==> src/rtl/fetch_pkg.sv <==
// fetch_pkg: shared constants, FSM state and IF/ID payload type for the fetch stage.
package fetch_pkg;
    localparam logic [31:0] NOP_INSTR = 32'h0000_0013;
    localparam logic [31:0] RESET_PC  = 32'hBFC0_0000;
    localparam logic [31:0] ROM_BASE  = 32'hBFC0_0000;
    localparam int unsigned ROM_BYTES = 4096;

    typedef enum logic {RUN, HALT} fetch_state_t;

    typedef struct packed {
        logic        valid;
        logic [31:0] instr;
        logic [31:0] pc;
        logic [31:0] pc4;
        logic        fault;
    } if_id_t;

    localparam int IF_ID_W = $bits(if_id_t);
    localparam if_id_t IF_ID_BUBBLE = '{valid: 1'b0, instr: NOP_INSTR, pc: '0, pc4: '0, fault: 1'b0};
endpackage

==> src/rtl/if_id_reg.sv <==
// if_id_reg: IF/ID pipeline register; squash beats load, neither means hold.
module if_id_reg
    import fetch_pkg::*;
(
    input  logic               clk,
    input  logic               rst_n,
    input  logic               i_load,
    input  logic               i_squash,
    input  logic [IF_ID_W-1:0] i_d,
    output logic [IF_ID_W-1:0] o_q
);
    logic [IF_ID_W-1:0] r_q;

    always_ff @(posedge clk or negedge rst_n) begin
        if (!rst_n)
            r_q <= IF_ID_BUBBLE;
        else if (i_squash)
            r_q <= IF_ID_BUBBLE;
        else if (i_load)
            r_q <= i_d;
    end

    assign o_q = r_q;
endmodule

==> src/rtl/fetch_stage.sv <==
// fetch_stage: PC register, next-PC selection, fetch-fault check, RUN/HALT control and fetch counter.
module fetch_stage
    import fetch_pkg::*;
#(
    parameter int          ADDRESS_WIDTH = 32,
    parameter int          DATA_WIDTH    = 32,
    parameter logic [31:0] RESET_PC      = fetch_pkg::RESET_PC,
    parameter logic [31:0] ROM_BASE      = fetch_pkg::ROM_BASE,
    parameter int unsigned ROM_BYTES     = fetch_pkg::ROM_BYTES
) (
    input  logic                     clk,
    input  logic                     rst_n,
    output logic [ADDRESS_WIDTH-1:0] imem_addr_o,
    input  logic [DATA_WIDTH-1:0]    imem_instr_i,
    input  logic                     stall_i,
    input  logic                     redirect_i,
    input  logic [ADDRESS_WIDTH-1:0] redirect_target_i,
    output logic                     if_id_valid_o,
    output logic [DATA_WIDTH-1:0]    if_id_instr_o,
    output logic [ADDRESS_WIDTH-1:0] if_id_pc_o,
    output logic [ADDRESS_WIDTH-1:0] if_id_pc4_o,
    output logic                     if_id_fault_o,
    output logic [31:0]              fetch_count_o
);
    // One extra bit so the window end cannot overflow for a window touching the top of memory.
    localparam logic [ADDRESS_WIDTH:0] ROM_END = {1'b0, ROM_BASE} + (ADDRESS_WIDTH + 1)'(ROM_BYTES);

    logic [ADDRESS_WIDTH-1:0] r_pc;
    fetch_state_t             r_state;
    logic [31:0]              r_count;
    logic [ADDRESS_WIDTH-1:0] w_pc4;
    logic                     w_fault;
    logic                     w_advance;
    if_id_t                   w_d;
    if_id_t                   w_q;

    assign w_pc4     = r_pc + ADDRESS_WIDTH'(4);
    assign w_fault   = (r_pc[1:0] != 2'b00) || (r_pc < ROM_BASE) || ({1'b0, r_pc} >= ROM_END);
    assign w_advance = !redirect_i && !stall_i && (r_state == RUN);
    assign w_d       = '{valid: 1'b1, instr: w_fault ? NOP_INSTR : imem_instr_i, pc: r_pc, pc4: w_pc4, fault: w_fault};

    always_ff @(posedge clk or negedge rst_n) begin
        if (!rst_n) begin
            r_pc    <= RESET_PC;
            r_state <= RUN;
            r_count <= '0;
        end else if (redirect_i) begin
            r_pc    <= redirect_target_i;
            r_state <= RUN;
        end else if (w_advance) begin
            r_count <= r_count + 32'd1;
            r_pc    <= w_fault ? r_pc : w_pc4;
            r_state <= w_fault ? HALT : RUN;
        end
    end

    // HALT keeps feeding bubbles downstream until a redirect restarts fetch.
    if_id_reg u_if_id (
        .clk      (clk),
        .rst_n    (rst_n),
        .i_load   (w_advance),
        .i_squash (redirect_i || (!stall_i && r_state == HALT)),
        .i_d      (w_d),
        .o_q      (w_q)
    );

    assign imem_addr_o   = r_pc;
    assign if_id_valid_o = w_q.valid;
    assign if_id_instr_o = w_q.instr;
    assign if_id_pc_o    = w_q.pc;
    assign if_id_pc4_o   = w_q.pc4;
    assign if_id_fault_o = w_q.fault;
    assign fetch_count_o = r_count;
endmodule

==> config.mk <==
export PLATFORM = sky130hd
export DESIGN_NAME = fetch_stage
export DESIGN_NICKNAME = d
export VERILOG_FILES = /design/src/rtl/fetch_pkg.sv /design/src/rtl/if_id_reg.sv /design/src/rtl/fetch_stage.sv
export SDC_FILE = /design/constraint.sdc
export NUM_CORES = 1
export LEC_CHECK = 0
export ABC_AREA = 1
export BUFFER_PORTS_ARGS = -buffer_cell sky130_fd_sc_hd__buf_2
export CORE_MARGIN = 4
export CORE_UTILIZATION = 47
export CTS_CLUSTER_DIAMETER = 80
export DETAILED_ROUTE_END_ITERATION = 10
export HOLD_SLACK_MARGIN = 0.12
export PLACE_DENSITY = 0.83
export SLEW_MARGIN = 20
export SYNTH_ARGS = -nofsm -noshare
export SYNTH_HDL_FRONTEND = slang
export SYNTH_SLANG_ARGS = --single-unit
==> constraint.sdc <==
create_clock -name clk -period 1.4 [get_ports clk]
set_input_delay 0.07 -clock clk [delete_from_list [all_inputs] [get_ports clk]]
set_output_delay 0.07 -clock clk [all_outputs]
set_load 0.1 [all_outputs]
Word level (Yosys, flattened, before mapping)

Cells that the tools add are included.

Bits in registers: 163
Input bits: 68
Word-level logic and storage cells: 33
Output and inout bits: 162

Reduce and logical (&&, ||, !) cells: 13
Bitwise logic cells: 2
Add/sub/neg operators: 2
Order comparisons: 2
Mux-type cells: 9
Eq/ne operators: 1

Operators by type and width:

| operator                                                        | count |
|---|---|
| 98-bit two-way mux                                              | 2 |
| 32-bit two-way mux                                              | 4 |
| 32-bit by 1-bit adder with 32-bit output, second input constant | 1 |
| 32-bit by 3-bit adder with 32-bit output, second input constant | 1 |
| 32-bit greater-or-equal comparator, second input constant       | 1 |
| 32-bit < comparator, second input constant                      | 1 |
| 2-bit nonzero test                                              | 3 |
| 2-bit AND reduction                                             | 2 |
| 1-bit logical AND                                               | 3 |
| 1-bit logical OR                                                | 3 |
| 1-bit two-way mux                                               | 3 |
| 1-bit logical NOT                                               | 2 |
| 2-bit != test, second input constant                            | 1 |
| 1-bit NOT                                                       | 2 |

Longest topological paths before layout

Depth after elaboration: 6
Mapped depth: 10
Gate-level depth less buffers: 10

Cells and area by module

Synthesis repeated with hierarchy kept, for this count alone.

Cells, all modules: 1,185
Area, all modules: 8,767.2 um^2

Modules (own cells, without submodules):

| module      | area an instance (um^2) | sequential area each (um^2) | cells each | times used |
|---|---|---|---|---|
| fetch_stage | 4,918.5                 | 1,637.8                     | 760        | 1 |
| if_id_reg   | 3,848.7                 | 2,456.1                     | 425        | 1 |

Least setup slack after synthesis

Ideal clock, no wire load.

Kind: flip-flop to flip-flop
Start: register r_pc[4] (netlist: imem_addr_o[4])
End: register u_if_id.r_q[20] (netlist: u_if_id.o_q[20])
Stages on the path, launching flop included: 9
Arrival time: 2.063 ns
Period minus slack after synthesis: 2.183 ns
Slack: -0.783 ns
Setup time: 0.120 ns
Required time: 1.280 ns
Buffers on the path: 1
Path through: dfrtp_1 -> buf_2 -> nand3_1 -> inv_1 -> nand2_1 -> nor2_1 -> nand3_1 -> nand3_1 -> nand2_1

Longest elaborated chain between the ends: 3

Ends and longest elaborated chain:

| item                                     | line              | source |
|---|---|---|
| start, declared                          | fetch_stage.sv:28 | `logic [ADDRESS_WIDTH-1:0] r_pc;` |
| start signal, assigned                   | fetch_stage.sv:48 | `r_pc <= redirect_target_i;` |
| start signal, assigned                   | fetch_stage.sv:52 | `r_pc <= w_fault ? r_pc : w_pc4;` |
| 32-bit by 3-bit adder with 32-bit output | fetch_stage.sv:37 | `assign w_pc4 = r_pc + ADDRESS_WIDTH'(4);` |
| 98-bit two-way mux                       | if_id_reg.sv:19   | `else if (i_load)` |
| 98-bit two-way mux                       | if_id_reg.sv:17   | `else if (i_squash)` |
| end signal, assigned                     | if_id_reg.sv:20   | `r_q <= i_d;` |
| end, declared                            | if_id_reg.sv:12   | `logic [IF_ID_W-1:0] r_q;` |

Every way passes these cells. The select of a mux whose other input is x is not followed.
A chain may end at the register's enable or synchronous reset.

Worst setup path after layout

Start: register r_pc[13] (netlist: imem_addr_o[13])
End: register r_pc[25] (netlist: imem_addr_o[25])

Longest elaborated chain between the ends: 5
Elaborated cells on any way between the ends: 10
Those cells by class: 1 x add/sub; 2 x order compare; 1 x eq/ne; 3 x mux; 3 x reduce/logical

Ends and longest elaborated chain:

| item                           | line              | source |
|---|---|---|
| 32-bit < comparator            | fetch_stage.sv:38 | `assign w_fault = (r_pc[1:0] != 2'b00) \|\| (r_pc < ROM_BASE) \|\| ({1'b0, r_pc} >= ROM_END);` |
| 1-bit logical OR (2 in series) | fetch_stage.sv:38 |  |
| 2-bit != test (no line)        | --                |  |
| 2-bit AND reduction (no line)  | --                |  |

Parallel ways exist; a longest one is shown, timed or not. The select of a mux whose other input is x is not followed.

==> impl_metrics.xml <==
<?xml version="1.0" encoding="UTF-8"?>
<metrics>
  <group name="timing">
    <metric name="finClkSkew" unit="ns">0.0156</metric>
    <metric name="timing.final.hold_violations" unit="">0</metric>
    <metric name="setup_viol" unit="">113</metric>
    <metric name="final.period_utilization" unit="">1.43</metric>
    <metric name="timing_worst_slew_pin_value" unit="ns">0.576</metric>
    <metric name="fmaxAchievable" unit="MHz">500</metric>
    <metric name="rsz_0062_raised_after_global_routing" unit="">yes</metric>
    <metric name="postLayoutSetupSlackWorst" unit="ns">-0.600</metric>
    <metric name="whs" unit="ns">0.140</metric>
    <metric name="finalWorstPathRequiredPeriod" unit="ns">2.00</metric>
    <metric name="final-max-slew-violation-count" unit="">0</metric>
    <metric name="timing.slew.headroom" unit="">0.615</metric>
  </group>
  <group name="logic_synthesis">
    <metric name="yosys_warnings" unit="">0</metric>
    <metric name="ys_dominant_reg_cell" unit="">sky130_fd_sc_hd__dfrtp_1</metric>
    <metric name="synthSimpleGateAreaFrac" unit="">0.329</metric>
    <metric name="syn_area" unit="sq um">7900</metric>
    <metric name="synth_async_sr_flop_share" unit="">1.00</metric>
    <metric name="syn-instance-count" unit="">1071</metric>
    <metric name="post_synth_fa_ha_maj_area_fraction" unit="">0.00475</metric>
    <metric name="postSynthNetCount" unit="">1142</metric>
    <metric name="synth_top_area_cell" unit="">sky130_fd_sc_hd__dfrtp_1</metric>
    <metric name="dominant_combinational_cell_family_by_area_after_synthesis" unit="">simple AND/OR/NAND/NOR gates</metric>
    <metric name="proportion_of_netlist_area_held_by_the_largest_area_contributor" unit="">0.472</metric>
    <metric name="ys_seq_elements" unit="">161</metric>
    <metric name="synth_top_cells_by_area" unit="">sky130_fd_sc_hd__dfrtp_1 47%, sky130_fd_sc_hd__nand2_1 21%, sky130_fd_sc_hd__nand3_1 5.6%</metric>
    <metric name="synth_edf_count" unit="">0</metric>
    <metric name="ys_types" unit="">22</metric>
    <metric name="syn-mean-instance-area" unit="sq um">7.37</metric>
    <metric name="synth-compound-area-share" unit="">0.0664</metric>
    <metric name="synth_common_cells" unit="">450 x sky130_fd_sc_hd__nand2_1, 149 x sky130_fd_sc_hd__dfrtp_1, 108 x sky130_fd_sc_hd__nor2_1</metric>
    <metric name="synth.mux.area_fraction" unit="">0</metric>
    <metric name="synth.most_common_cell" unit="">sky130_fd_sc_hd__nand2_1</metric>
    <metric name="synth_xor_xnor_area_share" unit="">0.0200</metric>
    <metric name="synth-seq-area-share" unit="">0.512</metric>
  </group>
  <group name="critical_path">
    <metric name="critical_path_class" unit="">reg2reg</metric>
    <metric name="worstPathArrival" unit="ns">2.29</metric>
    <metric name="crit_required" unit="ns">1.69</metric>
    <metric name="crit_path_start_kind" unit="">register</metric>
    <metric name="crit_path_end_kind" unit="">register</metric>
    <metric name="critPathMaxFanout" unit="">10</metric>
  </group>
  <group name="power">
    <metric name="power_per_cell_area" unit="nW/um^2">1180</metric>
    <metric name="cellLeakagePower" unit="uW">0.00693</metric>
    <metric name="vdd.ir_drop.worst" unit="mV">1.11</metric>
  </group>
  <group name="global_routing">
    <metric name="globalRouteOverflowTotal" unit="">0</metric>
    <metric name="grtUsageTotal" unit="">0.323</metric>
    <metric name="grt_pass1_vias" unit="">9200</metric>
    <metric name="first_pass_grt_wire_length" unit="um">47400</metric>
    <metric name="antenna_found_initial" unit="">0</metric>
    <metric name="grt_start_max_net_pins" unit="">57</metric>
  </group>
  <group name="hold_path">
    <metric name="hold_path.class" unit="">in2async</metric>
  </group>
  <group name="cts">
    <metric name="ctsHtreeMaxLevel" unit="">4</metric>
    <metric name="clk_latency" unit="ns">0.45</metric>
    <metric name="tritoncts_clock_tree" unit="">yes</metric>
    <metric name="clk_path_buf_depth" unit="">2</metric>
    <metric name="clkTransAtPathRegs" unit="ns">0.08</metric>
    <metric name="cts_made_buffers" unit="">17</metric>
    <metric name="cts_sinks" unit="">161</metric>
    <metric name="clk_root_buffer_cell" unit="">sky130_fd_sc_hd__clkbuf_16</metric>
  </group>
  <group name="final_layout">
    <metric name="final_core_util" unit="">0.841</metric>
    <metric name="final_cells" unit="">1721</metric>
    <metric name="flow.area_growth_from_synthesis" unit="%">76.1</metric>
    <metric name="final_cell_area" unit="sq um">13900</metric>
    <metric name="post_route_cells_drive_above_1_share" unit="">0.485</metric>
    <metric name="num-nets-final" unit="">1557</metric>
  </group>
  <group name="routing">
    <metric name="routed_wire_length_per_instance" unit="um">23.5</metric>
    <metric name="detail_route.iter0.violations" unit="">1285</metric>
    <metric name="drt_first_pass_iters" unit="">8</metric>
    <metric name="count_of_antenna_violating_nets_left_after_detailed_routing" unit="">0</metric>
    <metric name="detailroute.via_count" unit="">10400</metric>
    <metric name="detail_route.drc_violations" unit="">0</metric>
    <metric name="route.detailed.vias_per_inst" unit="">6.06</metric>
    <metric name="final_wirelength" unit="um">40400</metric>
  </group>
  <group name="floorplanning">
    <metric name="die_span_x" unit="um">138</metric>
    <metric name="fp.coreArea" unit="sq um">16500</metric>
    <metric name="full_die_area" unit="sq um">18900</metric>
    <metric name="ioPinCount" unit="">230</metric>
    <metric name="num_rows" unit="">47</metric>
    <metric name="initial_utilization" unit="">0.478</metric>
    <metric name="die_height" unit="um">138</metric>
  </group>
  <group name="placed_design">
    <metric name="io_buffer_count" unit="">229</metric>
    <metric name="placed_area" unit="sq um">10800</metric>
    <metric name="detailedPlace.worstSlack" unit="ns">-0.252</metric>
    <metric name="dp_hpwl" unit="um">19600</metric>
    <metric name="gpl.final_weighted_congestion" unit="">0.948</metric>
    <metric name="placed_cells" unit="">1571</metric>
  </group>
  <group name="run_status">
    <metric name="run_status" unit="">finished, violations left</metric>
    <metric name="violations_in_the_final_reports" unit="">setup timing</metric>
  </group>
  <group name="job">
    <metric name="timing.max_cap.violations" unit="">0</metric>
  </group>
</metrics>
==> layout by cell type, fill, tap and decap left out, types with 9 or more instances in the layout <==
cell and n:
sky130_fd_sc_hd__nand2_1 357, sky130_fd_sc_hd__buf_2 167, sky130_fd_sc_hd__buf_4 106, sky130_fd_sc_hd__dfrtp_1 93, sky130_fd_sc_hd__inv_1 87, sky130_fd_sc_hd__nor2_4 66, sky130_fd_sc_hd__dlygate4sd3_1 66, sky130_fd_sc_hd__nand2_2 61
sky130_fd_sc_hd__nand3_1 55, sky130_fd_sc_hd__dfrtp_4 49, sky130_fd_sc_hd__buf_6 48, sky130_fd_sc_hd__o21ai_0 45, sky130_fd_sc_hd__nand2_4 30, sky130_fd_sc_hd__nand3_2 29, sky130_fd_sc_hd__buf_12 29, sky130_fd_sc_hd__nor2_2 23
sky130_fd_sc_hd__clkbuf_16 23, sky130_fd_sc_hd__o21ai_2 22, sky130_fd_sc_hd__nor2_1 19, sky130_fd_sc_hd__o21ai_1 14, sky130_fd_sc_hd__clkbuf_4 14, sky130_fd_sc_hd__xor2_1 10, sky130_fd_sc_hd__o211ai_1 9, sky130_fd_sc_hd__dfstp_4 9
==> state kept, by name, summed over array words and instances (netlist names) <==
| register | flops |
|---|---|
| imem_addr_o | 32 |
| u_if_id.o_q | 96 |
| r_state | 1 |
| fetch_count_o | 32 |
==> power by group <==
part	total (uW)	internal [uW]	switching (uW)
Combinational	5350	1560	3790
Sequential	5490	5060	431
Clock	5500	3360	2140
==> cells by family after synthesis <==
logic type	Yosys count
adders and majority gates	3
and+or+nand+nor	653
buffers and inverters	140
xor gates and xnor gates	18
DFF	161
AOI/OAI and AO/OA	96
==> repair_timing <==
item	in CTS	in global routing
pin swaps	31	95
endpoints found under the hold margin	224	0
gates cloned	0	4
hold buffers	66	0
setup buffers	14	37
resized for setup	128	276
setup endpoints to repair	132	150
==> critical path, stage by stage (launching register included) <==
cell                       delay (ns)
sky130_fd_sc_hd__dfrtp_4         0.50
sky130_fd_sc_hd__nor2_1          0.18
sky130_fd_sc_hd__nand2_1         0.11
sky130_fd_sc_hd__nor2_1          0.14
sky130_fd_sc_hd__buf_4           0.15
sky130_fd_sc_hd__nand4_4         0.11
sky130_fd_sc_hd__buf_12          0.18
sky130_fd_sc_hd__buf_4           0.19
sky130_fd_sc_hd__o211ai_1        0.27
==> per-stage QoR <==
step / TNS, ns / power [uW]
global placement: -10.25 / 9660
CTS: -10.40 / 15400
finish: -28.95 / 16300
floorplan: -21.13 / 8400
global route: -31.21 / 16700
detailed placement: -12.20 / 9750
==> routing by layer <==
metal / GRT usage / vias up / routed length, um / part of all wire
met2: 0.548 / 1015 / 18900 / 0.47
met5: 0 / - / 0 / 0
met3: 0.0782 / 316 / 4990 / 0.12
met4: 0.159 / 0 / 3340 / 0.083
li1: - / 4163 / - / -
met1: 0.383 / 4935 / 13200 / 0.33
==> final cells by class <==
class                      instances  area (sq um)
tap                              220           275
inverter                          99           387
multi-input combinational        770          4620
antenna                            2          5.00
sequential                       161          4270
clock inverter                    10           166
timing repair buffer             437          3660
fill                             676          2620
clock buffer                      22           517
==> final timing paths <==
path / end / cells past startpoint / slack (ns) / startpoint
setup / recovery: imem_addr_o[25]$_DFFE_PN1P_ / 8 / -0.60 / imem_addr_o[13]$_DFFE_PN0P_
hold / removal: u_if_id.o_q[16]$_DFFE_PN0P_ / 2 / 0.14 / rst_n
min in group clk: imem_addr_o[30]$_DFFE_PN0P_ / 4 / 0.25 / redirect_i
max in group asynchronous: u_if_id.o_q[69]$_DFFE_PN1P_ / 3 / 0.64 / rst_n
setup reg to reg: imem_addr_o[25]$_DFFE_PN1P_ / 8 / -0.60 / imem_addr_o[13]$_DFFE_PN0P_
hold reg to reg: u_if_id.o_q[36]$_DFFE_PN0P_ / 2 / 0.49 / u_if_id.o_q[36]$_DFFE_PN0P_
No activity file was read; power rests on OpenSTA's default activity.
